--- config.mk ---
export PLATFORM = sky130hd
export DESIGN_NAME = pdu_dmem_arbiter_flat
export DESIGN_NICKNAME = d
export VERILOG_FILES = /design/src/rtl/pdu_dmem_arbiter_if.sv /design/src/rtl/pdu_dmem_arbiter.sv /design/src/flat_wrapper.sv
export SDC_FILE = /design/constraint.sdc
export NUM_CORES = 1
export LEC_CHECK = 0
export ABC_AREA = 1
export ABC_CLOCK_PERIOD_IN_PS = 2800
export CAP_MARGIN = 30
export CORE_MARGIN = 4
export CORE_UTILIZATION = 45
export CTS_CLUSTER_DIAMETER = 60
export DETAILED_ROUTE_END_ITERATION = 10
export PLACE_DENSITY = 0.94
export SETUP_SLACK_MARGIN = 0.4
export SLEW_MARGIN = 0
export SYNTH_ARGS = -nofsm -noshare
export SYNTH_HDL_FRONTEND = slang
export SYNTH_SLANG_ARGS = --single-unit
--- constraint.sdc ---
create_clock -name sys_clk -period 2.8 [get_ports sys_clk]
set_clock_uncertainty 0.15 [all_clocks]
set_input_delay 0.56 -clock sys_clk [delete_from_list [all_inputs] [get_ports sys_clk]]
set_output_delay 0.56 -clock sys_clk [all_outputs]
set_load 0.02 [all_outputs]
--- src/rtl/pdu_dmem_arbiter_if.sv ---
// Bus bundle between two requesting masters, the arbiter and a shared
// single-port data memory.
//   mN_req/we/addr/wdata : request from master N (held until mN_gnt)
//   mN_gnt / mN_rvalid   : one-cycle accept / completion pulses
//   mN_rdata             : read data (write data on a write), held
//   mem_addr/wdata/we    : memory command, mem_rdata : registered read data
//   busy                 : arbiter has a transaction in flight
// Modport slave is the arbiter side, master is the environment side.
interface pdu_dmem_arbiter_if #(
  parameter int DEPTH = 12
) ();
  logic             m0_req;
  logic             m0_we;
  logic [DEPTH-1:0] m0_addr;
  logic [31:0]      m0_wdata;
  logic             m0_gnt;
  logic             m0_rvalid;
  logic [31:0]      m0_rdata;

  logic             m1_req;
  logic             m1_we;
  logic [DEPTH-1:0] m1_addr;
  logic [31:0]      m1_wdata;
  logic             m1_gnt;
  logic             m1_rvalid;
  logic [31:0]      m1_rdata;

  logic [DEPTH-1:0] mem_addr;
  logic [31:0]      mem_wdata;
  logic             mem_we;
  logic [31:0]      mem_rdata;
  logic             busy;

  modport slave (
    input  m0_req, m0_we, m0_addr, m0_wdata,
    output m0_gnt, m0_rvalid, m0_rdata,
    input  m1_req, m1_we, m1_addr, m1_wdata,
    output m1_gnt, m1_rvalid, m1_rdata,
    output mem_addr, mem_wdata, mem_we,
    input  mem_rdata,
    output busy
  );

  modport master (
    output m0_req, m0_we, m0_addr, m0_wdata,
    input  m0_gnt, m0_rvalid, m0_rdata,
    output m1_req, m1_we, m1_addr, m1_wdata,
    input  m1_gnt, m1_rvalid, m1_rdata,
    input  mem_addr, mem_wdata, mem_we,
    output mem_rdata,
    input  busy
  );
endinterface

--- src/rtl/pdu_dmem_arbiter.sv ---
// Two-master round-robin arbiter in front of a shared data memory with a
// one-cycle registered read. One transaction every 3 cycles at most:
//   IDLE  : sample requests, latch winner's payload, grant
//   ISSUE : memory command driven (gnt high, mem_we high for writes)
//   RESP  : memory data available, loaded into winner's rdata at exit
// Ports: sys_clk, sys_rst_n (synchronous, active-low), bus (slave modport).
module pdu_dmem_arbiter #(
  parameter int DEPTH = 12
) (
  input logic             sys_clk,
  input logic             sys_rst_n,
  pdu_dmem_arbiter_if.slave bus
);

  typedef enum logic [1:0] {
    IDLE  = 2'd0,
    ISSUE = 2'd1,
    RESP  = 2'd2
  } state_t;

  state_t           state_r;
  state_t           state_s;
  logic             any_req_s;
  logic             win_s;
  logic             win_r;
  logic             last_r;     // master granted last; reset to 1 so m0 wins first tie
  logic             we_r;
  logic [DEPTH-1:0] addr_r;
  logic [31:0]      wdata_r;
  logic             rvalid0_r;
  logic             rvalid1_r;
  logic [31:0]      rdata0_r;
  logic [31:0]      rdata1_r;

  // Request arbitration: single requester wins, ties go to the other-than-last master
  always_comb begin
    any_req_s = bus.m0_req | bus.m1_req;
    if (bus.m0_req && bus.m1_req) begin
      win_s = ~last_r;
    end else if (bus.m1_req) begin
      win_s = 1'b1;
    end else begin
      win_s = 1'b0;
    end
  end

  // State register
  always_ff @(posedge sys_clk) begin
    if (!sys_rst_n) begin
      state_r <= IDLE;
    end else begin
      state_r <= state_s;
    end
  end

  // Next-state logic; ISSUE and RESP always advance, requests ignored there
  always_comb begin
    state_s = state_r;
    case (state_r)
      IDLE:    state_s = any_req_s ? ISSUE : IDLE;
      ISSUE:   state_s = RESP;
      RESP:    state_s = IDLE;
      default: state_s = IDLE;
    endcase
  end

  // Payload latch on grant, and per-master completion registers
  always_ff @(posedge sys_clk) begin
    if (!sys_rst_n) begin
      win_r     <= 1'b0;
      last_r    <= 1'b1;
      we_r      <= 1'b0;
      addr_r    <= {DEPTH{1'b0}};
      wdata_r   <= 32'h0000_0000;
      rvalid0_r <= 1'b0;
      rvalid1_r <= 1'b0;
      rdata0_r  <= 32'h0000_0000;
      rdata1_r  <= 32'h0000_0000;
    end else begin
      rvalid0_r <= 1'b0;
      rvalid1_r <= 1'b0;
      if (state_r == IDLE && any_req_s) begin
        win_r   <= win_s;
        last_r  <= win_s;
        we_r    <= win_s ? bus.m1_we    : bus.m0_we;
        addr_r  <= win_s ? bus.m1_addr  : bus.m0_addr;
        wdata_r <= win_s ? bus.m1_wdata : bus.m0_wdata;
      end
      // Memory echoes write data on writes, so both access kinds complete here
      if (state_r == RESP) begin
        if (win_r) begin
          rdata1_r  <= bus.mem_rdata;
          rvalid1_r <= 1'b1;
        end else begin
          rdata0_r  <= bus.mem_rdata;
          rvalid0_r <= 1'b1;
        end
      end
    end
  end

  // Output decode from registered state; gnt is high exactly during ISSUE
  always_comb begin
    bus.m0_gnt = (state_r == ISSUE) && !win_r;
    bus.m1_gnt = (state_r == ISSUE) &&  win_r;
    bus.mem_we = (state_r == ISSUE) &&  we_r;
    bus.busy   = (state_r != IDLE);
  end

  assign bus.m0_rvalid = rvalid0_r;
  assign bus.m1_rvalid = rvalid1_r;
  assign bus.m0_rdata  = rdata0_r;
  assign bus.m1_rdata  = rdata1_r;
  assign bus.mem_addr  = addr_r;
  assign bus.mem_wdata = wdata_r;

endmodule

--- src/flat_wrapper.sv ---
// flat-port wrapper written by rule: the top's interface ports become plain ports
module pdu_dmem_arbiter_flat 
#(
  parameter int DEPTH = 12
)
  (sys_clk, sys_rst_n, bus_m0_req, bus_m0_we, bus_m0_addr, bus_m0_wdata, bus_m0_gnt, bus_m0_rvalid, bus_m0_rdata, bus_m1_req, bus_m1_we, bus_m1_addr, bus_m1_wdata, bus_m1_gnt, bus_m1_rvalid, bus_m1_rdata, bus_mem_addr, bus_mem_wdata, bus_mem_we, bus_mem_rdata, bus_busy);
  pdu_dmem_arbiter_if #(.DEPTH(DEPTH)) bus_i ();
  input logic sys_clk;
  input logic sys_rst_n;
  input wire logic [$bits(bus_i.m0_req)-1:0] bus_m0_req;
  input wire logic [$bits(bus_i.m0_we)-1:0] bus_m0_we;
  input wire logic [$bits(bus_i.m0_addr)-1:0] bus_m0_addr;
  input wire logic [$bits(bus_i.m0_wdata)-1:0] bus_m0_wdata;
  output wire logic [$bits(bus_i.m0_gnt)-1:0] bus_m0_gnt;
  output wire logic [$bits(bus_i.m0_rvalid)-1:0] bus_m0_rvalid;
  output wire logic [$bits(bus_i.m0_rdata)-1:0] bus_m0_rdata;
  input wire logic [$bits(bus_i.m1_req)-1:0] bus_m1_req;
  input wire logic [$bits(bus_i.m1_we)-1:0] bus_m1_we;
  input wire logic [$bits(bus_i.m1_addr)-1:0] bus_m1_addr;
  input wire logic [$bits(bus_i.m1_wdata)-1:0] bus_m1_wdata;
  output wire logic [$bits(bus_i.m1_gnt)-1:0] bus_m1_gnt;
  output wire logic [$bits(bus_i.m1_rvalid)-1:0] bus_m1_rvalid;
  output wire logic [$bits(bus_i.m1_rdata)-1:0] bus_m1_rdata;
  output wire logic [$bits(bus_i.mem_addr)-1:0] bus_mem_addr;
  output wire logic [$bits(bus_i.mem_wdata)-1:0] bus_mem_wdata;
  output wire logic [$bits(bus_i.mem_we)-1:0] bus_mem_we;
  input wire logic [$bits(bus_i.mem_rdata)-1:0] bus_mem_rdata;
  output wire logic [$bits(bus_i.busy)-1:0] bus_busy;
  assign bus_i.m0_req = bus_m0_req;
  assign bus_i.m0_we = bus_m0_we;
  assign bus_i.m0_addr = bus_m0_addr;
  assign bus_i.m0_wdata = bus_m0_wdata;
  assign bus_m0_gnt = bus_i.m0_gnt;
  assign bus_m0_rvalid = bus_i.m0_rvalid;
  assign bus_m0_rdata = bus_i.m0_rdata;
  assign bus_i.m1_req = bus_m1_req;
  assign bus_i.m1_we = bus_m1_we;
  assign bus_i.m1_addr = bus_m1_addr;
  assign bus_i.m1_wdata = bus_m1_wdata;
  assign bus_m1_gnt = bus_i.m1_gnt;
  assign bus_m1_rvalid = bus_i.m1_rvalid;
  assign bus_m1_rdata = bus_i.m1_rdata;
  assign bus_mem_addr = bus_i.mem_addr;
  assign bus_mem_wdata = bus_i.mem_wdata;
  assign bus_mem_we = bus_i.mem_we;
  assign bus_i.mem_rdata = bus_mem_rdata;
  assign bus_busy = bus_i.busy;
  pdu_dmem_arbiter #(.DEPTH(DEPTH)) u_core (.sys_clk(sys_clk), .sys_rst_n(sys_rst_n), .bus(bus_i));
endmodule
# Word-level counts from Yosys, hierarchy flattened
# Index checks and enable logic that the tools add are counted.
# W data, S select, Z words.
op_classes:
  eq_ne: 2
  mux: 9
  bitwise: 3
  reduce_logical: 11
ops:
  columns: ["operator", "count"]
  rows:
  - ["$mux W32", 1]
  - ["$mux W12", 1]
  - ["$mux W1", 6]
  - ["$reduce_and A2 Y1", 3]
  - ["$logic_and A1 B1 Y1", 5]
  - ["$pmux W2 S2", 1]
  - ["$eq A2 B1 Y1 const B", 1]
  - ["$eq A2 B2 Y1 const B", 1]
  - ["$logic_not A2 Y1", 1]
  - ["$not A1 Y1", 2]
  - ["$reduce_bool A2 Y1", 1]
  - ["$logic_not A1 Y1", 1]
  - ["$or A1 B1 Y1", 1]
totals:
  regBits: 115
  out_inout_bits: 114
  wordCells: 35

# Longest topological paths before layout
logic_depth:
  word_depth: 3
  ltp_mapped: 7

# Least setup slack after synthesis
# OpenSTA, ideal clock, no wires.
synth_path:
  path_type: "reg-to-output"
  start: "register u_core.win_r"
  end: "output port bus_m1_gnt"
  arrival_ps: 982
  path_slack_ps: 1108
  path_stages_with_launch: 5
  cell_sequence: "dfxtp_1 buf_2 inv_2 buf_2 nor2_1"
synth_between:
  elab_chain_cells: 1
synth_lines:
  columns: ["element", "line_no", "source"]
  rows:
  - ["start: declaration", "pdu_dmem_arbiter.sv:25", "logic win_r;"]
  - ["start signal: assignment", "pdu_dmem_arbiter.sv:83", "win_r <= win_s;"]
  - ["$logic_and A1 B1 Y1", "pdu_dmem_arbiter.sv:105", "bus.m1_gnt = (state_r == ISSUE) && win_r;"]
  - ["end: declaration", "flat_wrapper.sv:21", "output wire logic [$bits(bus_i.m1_gnt)-1:0] bus_m1_gnt;"]
# Every way passes these cells.

# Final worst setup path
layout_path:
  start: "register u_core.state_r[0]"
  end: "output port bus_busy"
layout_between:
  elab_chain_cells: 1
layout_lines:
  columns: ["element", "line_no", "source"]
  rows:
  - ["start: declaration", "pdu_dmem_arbiter.sv:21", "state_t state_r;"]
  - ["start signal: assignment", "pdu_dmem_arbiter.sv:52", "state_r <= state_s;"]
  - ["$reduce_bool A2 Y1", "pdu_dmem_arbiter.sv:107", "bus.busy = (state_r != IDLE);"]
  - ["end: declaration", "flat_wrapper.sv:28", "output wire logic [$bits(bus_i.busy)-1:0] bus_busy;"]
# Every way passes these cells.

==> summary.md <==
| Metric | Value |
|---|---|
| Status | completed |
| Final min period | around 2200 ps |
| Seq/Total Area, Yosys | 43.5% |
| Final Util | between 70% and 80% |
| Area growth syn-to-layout | 55.8% |
| Seq cells post-synth | 115 |
| Chip Width | approximately 120 um |
| Maximum number of pins on one net before global-route repair | between 70 and 80 |
| H-tree depth | 4 |
| Worst path required time | about 2100 ps |
| Maximum clock frequency | between 0.4 and 0.5 GHz |
| CTS resizes | 4 |
| Antenna diodes | 0 |
| Total negative slack | 0 ps |
| Final max-slew violation count | 0 |
| Critical Path Max Stage Delay | roughly 380 ps |
| Endpoints failing setup | 0 |
| Pleak | between 3 and 4 nW |
| Cell breakdown of the critical path | inv_2 -> nand2_1 -> dlygate4sd2_1 |
| Async SR Flop Fraction | 0% |
| Hold Crit Class | flip-flop to flip-flop |
| Die height | between 100 and 150 um |
| Clk sinks | 115 |
| Slew @ Worst Pin | 673 ps |
| Setup CP Type | flip-flop to output pin |
| Startpoint types | flip-flop |
| Total Routing Usage GR | about 25% |
| Residual DRC | 0 |
| Cell taking the most area after synthesis | dfxtp_1 |
| Worst vdd ir | 415 uV |
| Final hold vios | 0 |
| Relative slew margins | a little under three fifths |
| Inserted Clock Buffers | 17 |
| DRT iter0 DRCs | 570 |
| Final worst-path cycle share | about four fifths |
| Vias in the first global route | between 5000 and 6000 |
| Die area | roughly 0.014 mm2 |
| RSZ-0062 raised after global routing | false |
| Synth cell count leaders | nand2_1 (204), dfxtp_1 (115), nor2_1 (98), a21oi_1 (65), nand4_1 (64) |
| CTS root buffer | clkbuf_16 |
| Synth warn | 0 |
| Mean Syn Cell Area | 6.97 um2 |
| GRT overflow | 0 |
| Cts hold-fix bufs | 0 |
| Wire length per cell | between 15 and 20 um |
| Detail Route Antenna Nets | 0 |
| Postcts setup bufs | 0 |
| HPWL Detailed | between 10000 and 15000 um |
| Type of element capturing the critical path | output pin |
| Core Box Area | 0.0115 mm2 |
| Mapped Cells | approximately 760 |
| Ports | 240 |
| Largest delay share family, worst path | buffers and inverters |
| Worst-case clock buffer depth | 2 |
| Area contributors post-synth | dfxtp_1 (43%), nand2_1 (14%), nand4_1 (7.6%) |
| Distinct cell type count after synthesis | 19 |
| Initial antenna violation count | 0 |
| RePlAce Congestion | 0.833 |
| Crit-path slowest cell | dlygate4sd2_1 |
| Worst EP arrival | roughly 1500 ps |
| Initial core utilization | 46.2% |
| EDFF count, synth | 0 |
| Most frequent cell after synthesis | nand2_1 |
| First-pass GRT wire length | roughly 26000 um |
| Overall Power | 0.00494 W |
| Share of post-route cells with drive strength above 1 | under 10% |
| Primary FF master, synth | dfxtp_1 |
| Router iterations before antenna repair | 6 |
| Synth Area in Adders | 0% |
| Mapped Area | 0.00529 mm2 |
| PwrDens | roughly 600 mW/mm2 |
| Crit Path Max Fanout | 16 |
| Multiplexer share of the synthesized area | 0% |
| Post-synth top area share | 43.5% |
| Clock Latency Late Sink | about 400 ps |
| Compound-Gate Fraction of Synth Area | ~13% |
| MaxCap Viol Count | 0 |
| Vias | between 5000 and 6000 |
| Final Net Count | around 1100 |
| Simple-gate portion of the synthesized area | 33.9% |
| Buffers on Ports | about 240 |
| Std cell rows | 39 |
| Buf+Inv Stages, Crit Path | 2 |
| Post-synthesis xor/xnor area fraction | 0% |
| CTS tree | done |
| Final WL | roughly 17000 um |
| Syn nets | ~890 |
| Clock transition at path regs | about 50 ps |
| Main combinational cell family by area after synthesis | simple AND/OR/NAND/NOR gates |
| DR vias/cell | just over 5 |
==> registers in the layout, indices dropped and copies added (netlist names) <==
signal	count
u_core.bus.m0_rdata	32
u_core.bus.m1_rdata	32
u_core.bus.mem_wdata	32
u_core.bus.mem_addr	12
u_core.state_r	2
u_core.bus.m0_rvalid	1
u_core.bus.m1_rvalid	1
u_core.last_r	1
u_core.we_r	1
u_core.win_r	1
==> logic make-up after synthesis <==
family,Yosys count
buffers and inverters,116
AO/OA/AOI/OAI,111
flip-flops,115
AND/OR/NAND/NOR,417
==> path summary, 6_finish.rpt <==
check,endpoint,cells after the start,slack (ps),start
min reg2reg,u_core.bus.m0_rdata[15]$_SDFFE_PN0P_,2,310,u_core.bus.m0_rdata[15]$_SDFFE_PN0P_
max reg2reg,u_core.bus.mem_addr[4]$_SDFFE_PN0P_,7,580,u_core.state_r[1]$_SDFF_PN0_
min,u_core.bus.m0_rdata[15]$_SDFFE_PN0P_,2,310,u_core.bus.m0_rdata[15]$_SDFFE_PN0P_
max,bus_busy,3,570,u_core.state_r[0]$_SDFF_PN0_
==> tightest hold or removal path: stages (launching register included) <==
cell and delay (ps):
dfxtp_1 310, nand2_1 60, a21oi_1 50
==> metal layers <==
metal	vias up	GRT usage [%]	share of wire (%)
met4	0	7.81	1.9
met2	258	43.2	50
met5	-	0	0
met3	26	8.55	10
li1	2884	-	-
met1	2581	28.0	38
==> through the flow <==
stage	instance area (um2)	instances	worst slack, ps	hold WS [ps]
2_1_floorplan	5290	759	1110	279
4_1_cts	8240	1120	579	311
3_3_place_gp	7670	1088	680	297
3_5_place_dp	7670	1088	617	303
6_report	8250	1120	565	308
5_1_grt	8250	1120	425	333
==> area by class of cell <==
class,count,area [um2]
Clock buffer,18,439
Clock inverter,14,139
Tap cell,143,179
Sequential cell,115,2300
Timing Repair Buffer,253,2520
Fill cell,826,3220
Multi-Input combinational cell,528,2480
Inverter,49,184
==> power by group <==
group / switching, W / internal [W] / leakage [nW] / total, W
combinational: 0.000573 / 0.000479 / 2.06 / 0.00105
clock: 0.000760 / 0.00133 / 0.281 / 0.00209
sequential: 0.0000556 / 0.00174 / 0.941 / 0.00180
==> cells in the final DEF (no fill, tap or decap), drive strengths merged <==
cell / count
a21boi: 45
a21oi: 65
buf: 16
bufinv: 2
clkbuf: 18
clkdlybuf4s50: 233
clkinv: 9
clkinvlp: 3
dfxtp: 115
dlygate4sd2: 4
inv: 49
nand2: 204
nand3: 49
nand4: 64
nor2: 100
o21ai: 1
(Power assumes the default switching activity.)
